--- src/rtl/instr_fetch_unit.sv ---
// instr_fetch_unit
//   Core-side reader of the instruction RAM. Issues one word address per
//   cycle to a registered-read RAM (1-cycle latency), captures the returned
//   word into a small prefetch FIFO, and presents the head word to the
//   decoder with a valid/ready handshake. Supports PC redirect with flush
//   and halt from the control unit.
//
//   Optional build macro: IFU_PERF_CNT_EN adds the fetch_cnt/stall_cnt
//   performance counters.
//
// Ports
//   clk, rst_n          clock (rising edge), async active-low reset
//   fetch_en            0 blocks new requests; in-flight word still captured
//   iram_addr           RAM word address (direct copy of pc register)
//   iram_data           RAM read data, valid the cycle after the request
//   out_valid/out_ready handshake toward the decoder
//   out_instr/out_pc    FIFO head word and the address it came from
//   redirect_valid/pc   load new PC, flush FIFO and in-flight response
//   halt_req            stop fetching; halted stays set until redirect
//   halted              fetch stopped
//   fetch_cnt/stall_cnt (IFU_PERF_CNT_EN only) performance counters

module instr_fetch_unit #(
  parameter int ADDR_W   = 16,
  parameter int DATA_W   = 16,
  parameter int DEPTH    = 4,
  parameter int RESET_PC = 0
) (
  input  logic              clk,
  input  logic              rst_n,
  input  logic              fetch_en,
  output logic [ADDR_W-1:0] iram_addr,
  input  logic [DATA_W-1:0] iram_data,
  output logic              out_valid,
  input  logic              out_ready,
  output logic [DATA_W-1:0] out_instr,
  output logic [ADDR_W-1:0] out_pc,
  input  logic              redirect_valid,
  input  logic [ADDR_W-1:0] redirect_pc,
  input  logic              halt_req,
  output logic              halted
`ifdef IFU_PERF_CNT_EN
  ,
  output logic [31:0]       fetch_cnt,
  output logic [31:0]       stall_cnt
`endif
);

  localparam int PTR_W = $clog2(DEPTH);
  localparam int CNT_W = PTR_W + 1;

  logic [ADDR_W-1:0] pc;
  logic [ADDR_W-1:0] pend_pc;
  logic              rsp_pending;
  logic              halted_q;

  logic [DATA_W-1:0] mem_instr [DEPTH];
  logic [ADDR_W-1:0] mem_pc    [DEPTH];
  logic [PTR_W-1:0]  wr_ptr;
  logic [PTR_W-1:0]  rd_ptr;
  logic [CNT_W-1:0]  count;

  logic [CNT_W-1:0]  credit_used;
  logic              issue;
  logic              push;
  logic              pop;

  // Credit counts the in-flight response so the FIFO can never overflow.
  // A pop in the same cycle is deliberately not credited, which keeps
  // out_ready out of the issue/address path.
  assign credit_used = count + CNT_W'(rsp_pending);
  assign issue = fetch_en && !halted_q && !redirect_valid && !halt_req &&
                 (credit_used < CNT_W'(DEPTH));

  assign push = rsp_pending && !redirect_valid;
  assign pop  = out_valid && out_ready && !redirect_valid;

  assign iram_addr = pc;
  assign out_valid = (count != '0);
  assign out_instr = mem_instr[rd_ptr];
  assign out_pc    = mem_pc[rd_ptr];
  assign halted    = halted_q;

  always_ff @(posedge clk or negedge rst_n) begin
    if (!rst_n) begin
      pc          <= ADDR_W'(RESET_PC);
      pend_pc     <= '0;
      rsp_pending <= 1'b0;
      halted_q    <= 1'b0;
    end else if (redirect_valid) begin
      pc          <= redirect_pc;
      rsp_pending <= 1'b0;
      halted_q    <= halt_req;
    end else begin
      rsp_pending <= issue;
      if (issue) begin
        pend_pc <= pc;
        pc      <= pc + 1'b1;
      end
      if (halt_req) halted_q <= 1'b1;
    end
  end

  always_ff @(posedge clk or negedge rst_n) begin
    if (!rst_n) begin
      wr_ptr <= '0;
      rd_ptr <= '0;
      count  <= '0;
      for (int i = 0; i < DEPTH; i++) begin
        mem_instr[i] <= '0;
        mem_pc[i]    <= '0;
      end
    end else if (redirect_valid) begin
      wr_ptr <= '0;
      rd_ptr <= '0;
      count  <= '0;
    end else begin
      if (push) begin
        mem_instr[wr_ptr] <= iram_data;
        mem_pc[wr_ptr]    <= pend_pc;
        wr_ptr            <= wr_ptr + 1'b1;
      end
      if (pop) rd_ptr <= rd_ptr + 1'b1;
      case ({push, pop})
        2'b10:   count <= count + 1'b1;
        2'b01:   count <= count - 1'b1;
        default: count <= count;
      endcase
    end
  end

`ifdef IFU_PERF_CNT_EN
  always_ff @(posedge clk or negedge rst_n) begin
    if (!rst_n) begin
      fetch_cnt <= '0;
      stall_cnt <= '0;
    end else begin
      if (push) fetch_cnt <= fetch_cnt + 32'd1;
      if (out_ready && !out_valid && !halted_q) stall_cnt <= stall_cnt + 32'd1;
    end
  end
`endif

endmodule

--- config.mk ---
export PLATFORM = sky130hd
export DESIGN_NAME = instr_fetch_unit
export DESIGN_NICKNAME = d
export VERILOG_FILES = /design/src/rtl/instr_fetch_unit.sv
export SDC_FILE = /design/constraint.sdc
export NUM_CORES = 1
export LEC_CHECK = 0
export ABC_AREA = 1
export CAP_MARGIN = 20
export CORE_MARGIN = 2
export CORE_UTILIZATION = 51
export DETAILED_ROUTE_END_ITERATION = 10
export PLACE_DENSITY = 0.82
export SLEW_MARGIN = 10
export SYNTH_ARGS = -nofsm -noshare
export SYNTH_HDL_FRONTEND = slang
export SYNTH_SLANG_ARGS = --single-unit
--- constraint.sdc ---
create_clock -name clk -period 1.55 [get_ports clk]
set_input_delay 0.2325 -clock clk [delete_from_list [all_inputs] [get_ports clk]]
set_output_delay 0.2325 -clock clk [all_outputs]
set_load 0.01 [all_outputs]
* After elaboration in Yosys (flattened, before gate mapping)
Cells that the tools add are included.
Storage, ports and cells: register bits 169, bits in latches 0, memory bits (writable) 0, bits in read-only memories 0, logic and storage cells 70, memories 0
Cells by class: add/subtract/negate cells 6, $mul 0, div/mod/pow operators 0, $lt $le $gt $ge 4, equality and inequality tests 2, shift-type cells 0, mux-type cells 21, bitwise logic cells 3, reductions and logical operators 19
Operators with widths (number):
- $bwmux 64 | 2
- $mux 16 | 7
- $bmux 16 s2 | 2
- $demux 16 s2 | 1
- $add 16x1->16 const B | 1
- $logic_and 1x1->1 | 8
- $mux 2 | 4
- $reduce_bool 2->1 | 4
- $ge 3x3->1 const B | 2
- $not 2->3 | 2
- $pmux 3 s2 | 1
- $reduce_bool 3->1 | 2
- $add 2x1->2 const B | 2
- $reduce_and 2->1 | 2
- $add 3x1->3 | 1
- $add 3x1->3 const B | 1
- $logic_not 1->1 | 3
- $lt 3x1->1 const B | 1
- $lt 3x3->1 const B | 1
- $mux 1 | 3
- $mux 3 | 1
- $sub 3x1->3 const B | 1
- $eq 2x1->1 const B | 1
- $eq 2x2->1 const B | 1
- $not 1->1 | 1

* Longest topological paths before layout
Gate-level depths: netlist of the first run.
word-level depth 7, depth in mapped cells 9, gate-level depth less buffers 9

* Least setup slack after synthesis of the first run
OpenSTA, ideal clock, no wires.
path type register to register, start register count[0], end register count[2], arrival 1585 ps, required time 1433 ps, setup slack -152 ps, stages on the path, launching flop included 10, buffers on the path 0, clock period less this slack 1702 ps, cell sequence dfrtp_1 -> nor2_1 -> nand2_1 -> nand3_2 -> inv_1 -> fa_1 -> xnor2_1 -> xor2_1 -> nand2_1 -> nand2_1
Between the ends: word-level cells in the longest chain between the ends 6
Ends and longest elaborated chain:
- start: declaration | line 61 | logic [CNT_W-1:0] count;
- start signal: assignment | line 125 | 2'b10: count <= count + 1'b1;
- start signal: assignment | line 126 | 2'b01: count <= count - 1'b1;
- start signal: assignment | line 127 | default: count <= count;
- $reduce_bool 3->1 (*) | line 79 | assign out_valid = (count != '0);
- via out_valid | line 34 | output logic out_valid,
- $logic_and 1x1->1 (*) (2 in a row) | line 76 | assign pop = out_valid && out_ready && !redirect_valid;
- $eq 2x1->1 or $eq 2x2->1 (tied branches) | line 124 | case ({push, pop})
- $pmux 3 s2 | line 124
- $mux 3 | line 113 | end else if (redirect_valid) begin
The timed path passes the listed nets; every way through them passes the cells marked *. A chain may end at the register's enable or synchronous reset.

* Worst setup path after layout of the first run
start register rd_ptr[0], end output out_instr[8]
Between the ends: word-level cells in the longest chain between the ends 4
Ends and longest elaborated chain:
- start: declaration | line 60 | logic [PTR_W-1:0] rd_ptr;
- start signal: assignment | line 123 | if (pop) rd_ptr <= rd_ptr + 1'b1;
- $not 2->3 (not written as such) | line 80 | assign out_instr = mem_instr[rd_ptr];
- $bmux 16 s2 | line 80
- $mux 16 (not written as such) (2 in a row) | line 80
- end: declaration | line 36 | output logic [DATA_W-1:0] out_instr,
No other way between the ends. The select of a mux whose other input is x is not followed.

==> flow_summary.yaml, run 1 <==
cts:
  cts-buffers-inserted: 17
  clock_path_buffers: 2
  cts_tree: "done"
  clockRootBuffer: "clkbuf_16"
  clk_pin_slew_ps: 70
  clkSinkCount: 169
  clock_latency_ps: 420
  htree_num_levels: 4
synthesis:
  netlist_instances: 913
  ys_ff_latch: 169
  synth_ff_type: "dfrtp_1"
  synth.avg_cell_area_sq_um: 8.33
  synth_top_area_share_pct: 55.6
  syn-num-nets: 957
  synth_common_cells: "234 x nand2_1, 213 x o21ai_0, 169 x dfrtp_1"
  synthTopCellsByArea: "dfrtp_1 56%, o21ai_0 14%, nand2_1 12%"
  synth_seq_area_share_pct: 55.6
  synth_top_cell_by_area: "dfrtp_1"
  yosysWarnings: 0
  netlist_area_sq_um: 7610
  synth.distinct_cells: 24
  synth_edf_count: 0
  synth_most_common_cell: "nand2_1"
  synthArstFlopShare_pct: 100
sta:
  fin_ws_ps: -361
  worstMarginPinSlew_ps: 397
  min_period_ps: 1910
  worst_slew_margin_rel_pct: 73.6
  hold_viol: 0
  rsz0062_at_grt: "true"
  setup_tns_ps: -9760
  setup_viol: 33
  maxSlewViolCount: 0
  skew_ps: 7.67
  clock.fmax_mhz: 523
  fin_crit_sh_pct: 123
floorplan:
  start_util_pct: 52.4
  die_w_um: 126
  die_h_um: 126
  num_rows: 44
  core_area_sq_um: 14500
  design.die.area_sq_um: 15900
  ios: 88
global_routing:
  antenna_found_initial: 0
  use_met1_pct: 33.3
  use_met2_pct: 41.6
  grt_pass1_wl_mm: 32.9
  top_usage_layer: "met2"
  overflow: 0
  grt_usage_pct: 25.4
  grt_pass1_vias: 6759
  use_met3_pct: 6.24
  grt_max_degree: 65
placement:
  pre_cts_slack_ps: -304
  portBuffers: 87
  hpwl_mm: 12.2
  gp_congestion: 0.824
critical_path:
  critPathMaxFanout: 5
  crit_path_start_kind: "flip-flop"
  cp_data_required_time_ps: 1320
  end_kind: "primary output"
  critPathArrivalTime_ps: 1680
  crit_type: "reg -> out"
outcome:
  violations: "negative setup slack"
  status: "finished with violations"
power:
  power.leakage_nw: 4.90
  power.total_mw: 10.9
  vdd_drop_max_mv: 0.799
  p_per_area_nw_per_um2: 1080
routing:
  routedWlPerCell_um: 17.0
  ant_nets: 0
  drt-initial-drc-count: 666
  vias: 7016
  dr.pass1.iters: 6
  avgViaCountPerCell: 5.67
  drt-total-wl_mm: 21.1
  drc: 0
finish:
  fin_util_pct: 69.5
  multi_input_area_sq_um: 3190
  final_nets: 1085
  area_delta_synth_final_pct: 32.8
  diodes: 0
  drive_gt1_share_pct: 21.2
  fill_cells: 1055
  regArea_sq_um: 4240
flow_run:
  cap_violations: 0
hold_path:
  hold_path.class: "in -> async"
==> logic make-up (layout without fill, tap and decap cells) <==
group | Yosys count | count (layout) | synth area share, %
adders and majority gates | 6 | 6 | 1.09
and+or+nand+nor | 369 | 369 | 19.5
xor gates and xnor gates | 4 | 4 | 0.460
buffers and inverters | 116 | 257 | 6.43
DFF | 169 | 169 | 55.6
AOI/OAI and AO/OA | 249 | 249 | 16.9
==> worst paths after layout <==
check / cells after the start / slack, ps / from / to
max: 5 / -360 / rd_ptr[0] / out_instr[8]
min reg2reg: 2 / 480 / mem_instr[31] / mem_instr[31]
max in group asynchronous: 3 / 700 / rst_n / count[0]
min: 2 / 280 / rst_n / mem_instr[52]
max reg2reg: 9 / -40 / count[1] / count[2]
min in group clk: 3 / 360 / redirect_pc[0] / iram_addr[0]
==> worst max-delay path: stages, from the launching register on <==
cell	delay (ps)
dfrtp_2	490
buf_6	170
clkbuf_16	160
o21ai_1	180
o22ai_2	110
buf_2	140
==> per-stage QoR <==
stage / cells / hold slack [ps] / cell area, sq um
after floorplan: 913 / -63.1 / 7610
final: 1238 / 284 / 10100
after global routing: 1238 / 299 / 10100
after CTS: 1233 / 292 / 9770
after detailed placement: 1181 / 166 / 8970
after global placement: 1181 / 165 / 8970
==> registers in the layout (all words and copies together), names as in the netlist, 2 cells and up <==
| signal | cells |
|---|---|
| wr_ptr | 2 |
| count | 3 |
| mem_pc | 64 |
| iram_addr | 16 |
| mem_instr | 64 |
| pend_pc | 16 |
| rd_ptr | 2 |
==> power breakdown <==
part           total [mW]  leakage, nW  switching, mW  internal, mW
Clock                4.23        0.277           1.80          2.43
Sequential           5.02         2.26          0.249          4.77
Combinational        1.66         2.36          0.959         0.704
==> area by class of cell <==
| cell class | count | area share, % |
|---|---|---|
| well taps | 184 | 2.28 |
| flip-flops and latches | 169 | 42.0 |
| clock buffers | 19 | 4.38 |
| repair buffers | 161 | 15.9 |
| clock inverters | 13 | 1.42 |
| inverters | 64 | 2.53 |
| multi-input cells | 628 | 31.5 |
==> cells in the final DEF, fill, tap and decap left out, drive strengths merged <==
cell           instances
dlygate4sd2           15
o21ai                213
inv                   67
nand2                238
xnor2                  1
xor2                   3
clkdlybuf4s50         36
o21bai                 1
nor2                  82
nand3                 42
dlygate4sd3            1
ha                     5
o22ai                 32
clkinv                 4
bufinv                 2
a21oi                  3
clkdlybuf4s15          1
buf                  102
nand4                  6
fa                     1
or2                    1
clkinvlp               4
clkbuf                23
dlymetal6s2s           2
dfrtp                169
==> what timing repair did <==
action / in CTS / in global routing
buffers inserted: 15 / 0
hold endpoints to repair: 32 / 0
endpoints found under the setup margin: 51 / 43
pin swaps: 15 / 22
hold buffers: 1 / 0
gates resized for setup: 214 / 85
gates cloned: 4 / 5
==> routing by layer <==
layer / wire length, um / vias up / part of all wire (%)
met5: 0 / - / 0
met4: 500 / 0 / 2.4
met3: 1440 / 44 / 6.8
met2: 10700 / 304 / 51
met1: 8470 / 3398 / 40
li1: - / 3270 / -
No activity file was read; power rests on OpenSTA's default activity.
==> run 2, diff against run 1 <==
--- a/config.mk
+++ b/config.mk
@@ -9,8 +9,11 @@
 export CAP_MARGIN = 20
 export CORE_MARGIN = 2
 export CORE_UTILIZATION = 51
+export CTS_CLUSTER_DIAMETER = 100
+export CTS_CLUSTER_SIZE = 28
 export DETAILED_ROUTE_END_ITERATION = 10
 export PLACE_DENSITY = 0.82
+export SETUP_SLACK_MARGIN = 0.15
 export SLEW_MARGIN = 10
 export SYNTH_ARGS = -nofsm -noshare
 export SYNTH_HDL_FRONTEND = slang
==> flow_summary.yaml, run 2 (synthesized netlist as in run 1, its figures left out) <==
outcome:
  status: "finished with violations"
  violations: "negative setup slack"
finish:
  final_nets: 1106
  multi_input_area_sq_um: 3460
  final_common_cell: "nand2_1"
  final_cell_area_sq_um: 10600
  top_regs: "mem_instr: 64 flops, mem_pc: 64 flops"
  drive_gt1_share_pct: 27.7
  diodes: 0
  final_cells: 1259
  fill_cells: 993
  area_delta_synth_final_pct: 39.9
  regArea_sq_um: 4240
  final_cell_mix: "226 x nand2_1, 162 x dfrtp_1, 124 x o21ai_0"
power:
  p_per_area_nw_per_um2: 1010
  p_comb_share_pct: 17.4
  p_seq_share_pct: 46.7
  vdd_drop_max_mv: 0.784
  switchingPower_mw: 3.12
  power.leakage_nw: 5.14
  sw_frac_of_total_pct: 29.0
  power.total_mw: 10.8
  power.clock.fraction_pct: 35.9
  internal_power_mw: 7.65
cts:
  clock_latency_ps: 440
  htree_num_levels: 4
  clk_pin_slew_ps: 60
  clockRootBuffer: "clkbuf_16"
  clock_path_buffers: 2
  cts_tree: "done"
  cts-buffers-inserted: 17
  clkSinkCount: 169
sta:
  hold_viol: 0
  clock.fmax_mhz: 517
  fin_ws_ps: -384
  worst_slew_margin_rel_pct: 67.3
  fin_crit_sh_pct: 125
  setup_viol: 33
  maxSlewViolCount: 0
  rsz0062_at_grt: "true"
  skew_ps: 11.4
  worstMarginPinSlew_ps: 490
  min_period_ps: 1930
critical_path:
  rr_startpoint: "count[0]"
  crit_start: "rd_ptr[0]"
  cp_cell_sequence: "inv_8, buf_6, buf_8, nor2_4, o22ai_2, buf_2"
  end_kind: "primary output"
  r2r_end: "count[2]"
  critPathArrivalTime_ps: 1700
  critPathSlowestCell: "dfrtp_2"
  crit_end: "out_pc[10]"
  crit_path_start_kind: "flip-flop"
  cp_data_required_time_ps: 1320
  r2r_setup_slack_ps: -80
  max_stage_delay_ps: 490
  r2r_cells: 9
  crit_type: "reg -> out"
  critPathMaxFanout: 7
floorplan:
  num_rows: 44
  start_util_pct: 52.4
  core_area_sq_um: 14500
  ios: 88
  design.die.area_sq_um: 15900
  die_h_um: 126
  die_w_um: 126
global_routing:
  grt_usage_pct: 25.3
  overflow: 0
  grt_pass1_wl_mm: 32.5
  grt_max_degree: 65
  grt_pass1_vias: 6621
  antenna_found_initial: 0
routing:
  dr.pass1.iters: 6
  dr_wl_met2_mm: 12.5
  routedWlPerCell_um: 20.2
  highest_layer: "met4"
  drt-total-wl_mm: 25.4
  vias: 7522
  drt-initial-drc-count: 875
  drc: 0
  avgViaCountPerCell: 5.97
  ant_nets: 0
  route.met3.wl_mm: 2.39
  met1Wirelength_mm: 9.45
placement:
  gp_congestion: 0.889
  hpwl_mm: 12.4
  portBuffers: 87
  post_dp_cell_area_sq_um: 9180
  dp_cells: 1183
hold_path:
  hold_path.class: "in -> reg"
flow_run:
  cap_violations: 0
-- run 2: cell count changes in the layout (fill, tap and decap cells not counted), moves of 8 or more --
cell and change:
o21ai_1 +41, o21ai_0 -48, nor2_2 +15, nor2_1 -19
o22ai_1 -13, o22ai_2 +13, o21ai_2 +8, clkbuf_16 +9
-- run 2: area by class of cell --
class	instances	area share, %
repair buffers	182	18.2
multi-input cells	628	32.5
inverters	64	2.40
flip-flops and latches	169	39.8
well taps	184	2.16
clock inverters	13	0.764
clock buffers	19	4.16
-- run 2: routing by layer --
layer | track usage (%) | vias to the layer above
met4 | 8.14 | 0
met5 | 0 | -
li1 | - | 3307
met2 | 41.6 | 480
met1 | 34.0 | 3621
met3 | 5.31 | 114
-- run 2: worst min path at each step --
stage,from,end,slack [ps],depth (start not counted)
after floorplan,rst_n,count[0],-60,0
after global placement,rst_n,mem_instr[20],200,1
after detailed placement,rst_n,mem_instr[20],210,1
after CTS,rst_n,mem_instr[20],320,2
after global routing,redirect_valid,wr_ptr[1],250,4
final,redirect_valid,wr_ptr[1],200,4
-- run 2: through the flow --
step	utilization [%]	TNS, ps	hold WS [ps]	setup WS, ps
3_5_place_dp	63.2	-25290	207	-296
4_1_cts	67.9	-9080	316	-376
3_3_place_gp	63.2	-19700	199	-240
6_report	73.2	-9560	202	-384
5_1_grt	73.2	-11000	254	-412
2_1_floorplan	-	-75.4	-63.1	-75.4
-- run 2: critical path, delay by kind of cell, from the launching register on --
kind                   cells  cell delay (ps)
buffers and inverters      4              550
DFF                        1              490
AOI/OAI and AO/OA          1              190
and+or+nand+nor            1               30
-- run 2: what timing repair did --
action                                  CTS  global route
pin swaps                                 6            22
resized for setup                       233           165
endpoints found under the setup margin   52           144
hold buffers                              1             0
buffers inserted                         15             8
cloned                                    0            20
endpoints found under the hold margin    37             0
-- run 2: power groups by stage --
| stage | logic (mW) | registers, mW | clock network, mW |
|---|---|---|---|
| 3_5_place_dp | 1.84 | 5.08 | 0 |
| 2_1_floorplan | 0.885 | 5.04 | 0 |
| 5_1_grt | 2.06 | 5.06 | 4.04 |
| 3_3_place_gp | 1.79 | 5.07 | 0 |
| 6_report | 1.88 | 5.03 | 3.86 |
| 4_1_cts | 1.79 | 4.99 | 3.84 |
==> run 3, diff against run 2 <==
--- a/config.mk
+++ b/config.mk
@@ -10,7 +10,6 @@
 export CORE_MARGIN = 2
 export CORE_UTILIZATION = 51
 export CTS_CLUSTER_DIAMETER = 100
-export CTS_CLUSTER_SIZE = 28
 export DETAILED_ROUTE_END_ITERATION = 10
 export PLACE_DENSITY = 0.82
 export SETUP_SLACK_MARGIN = 0.15
==> results of run 3 <==
Final layout, timing and power as in run 2 (identical DEF).
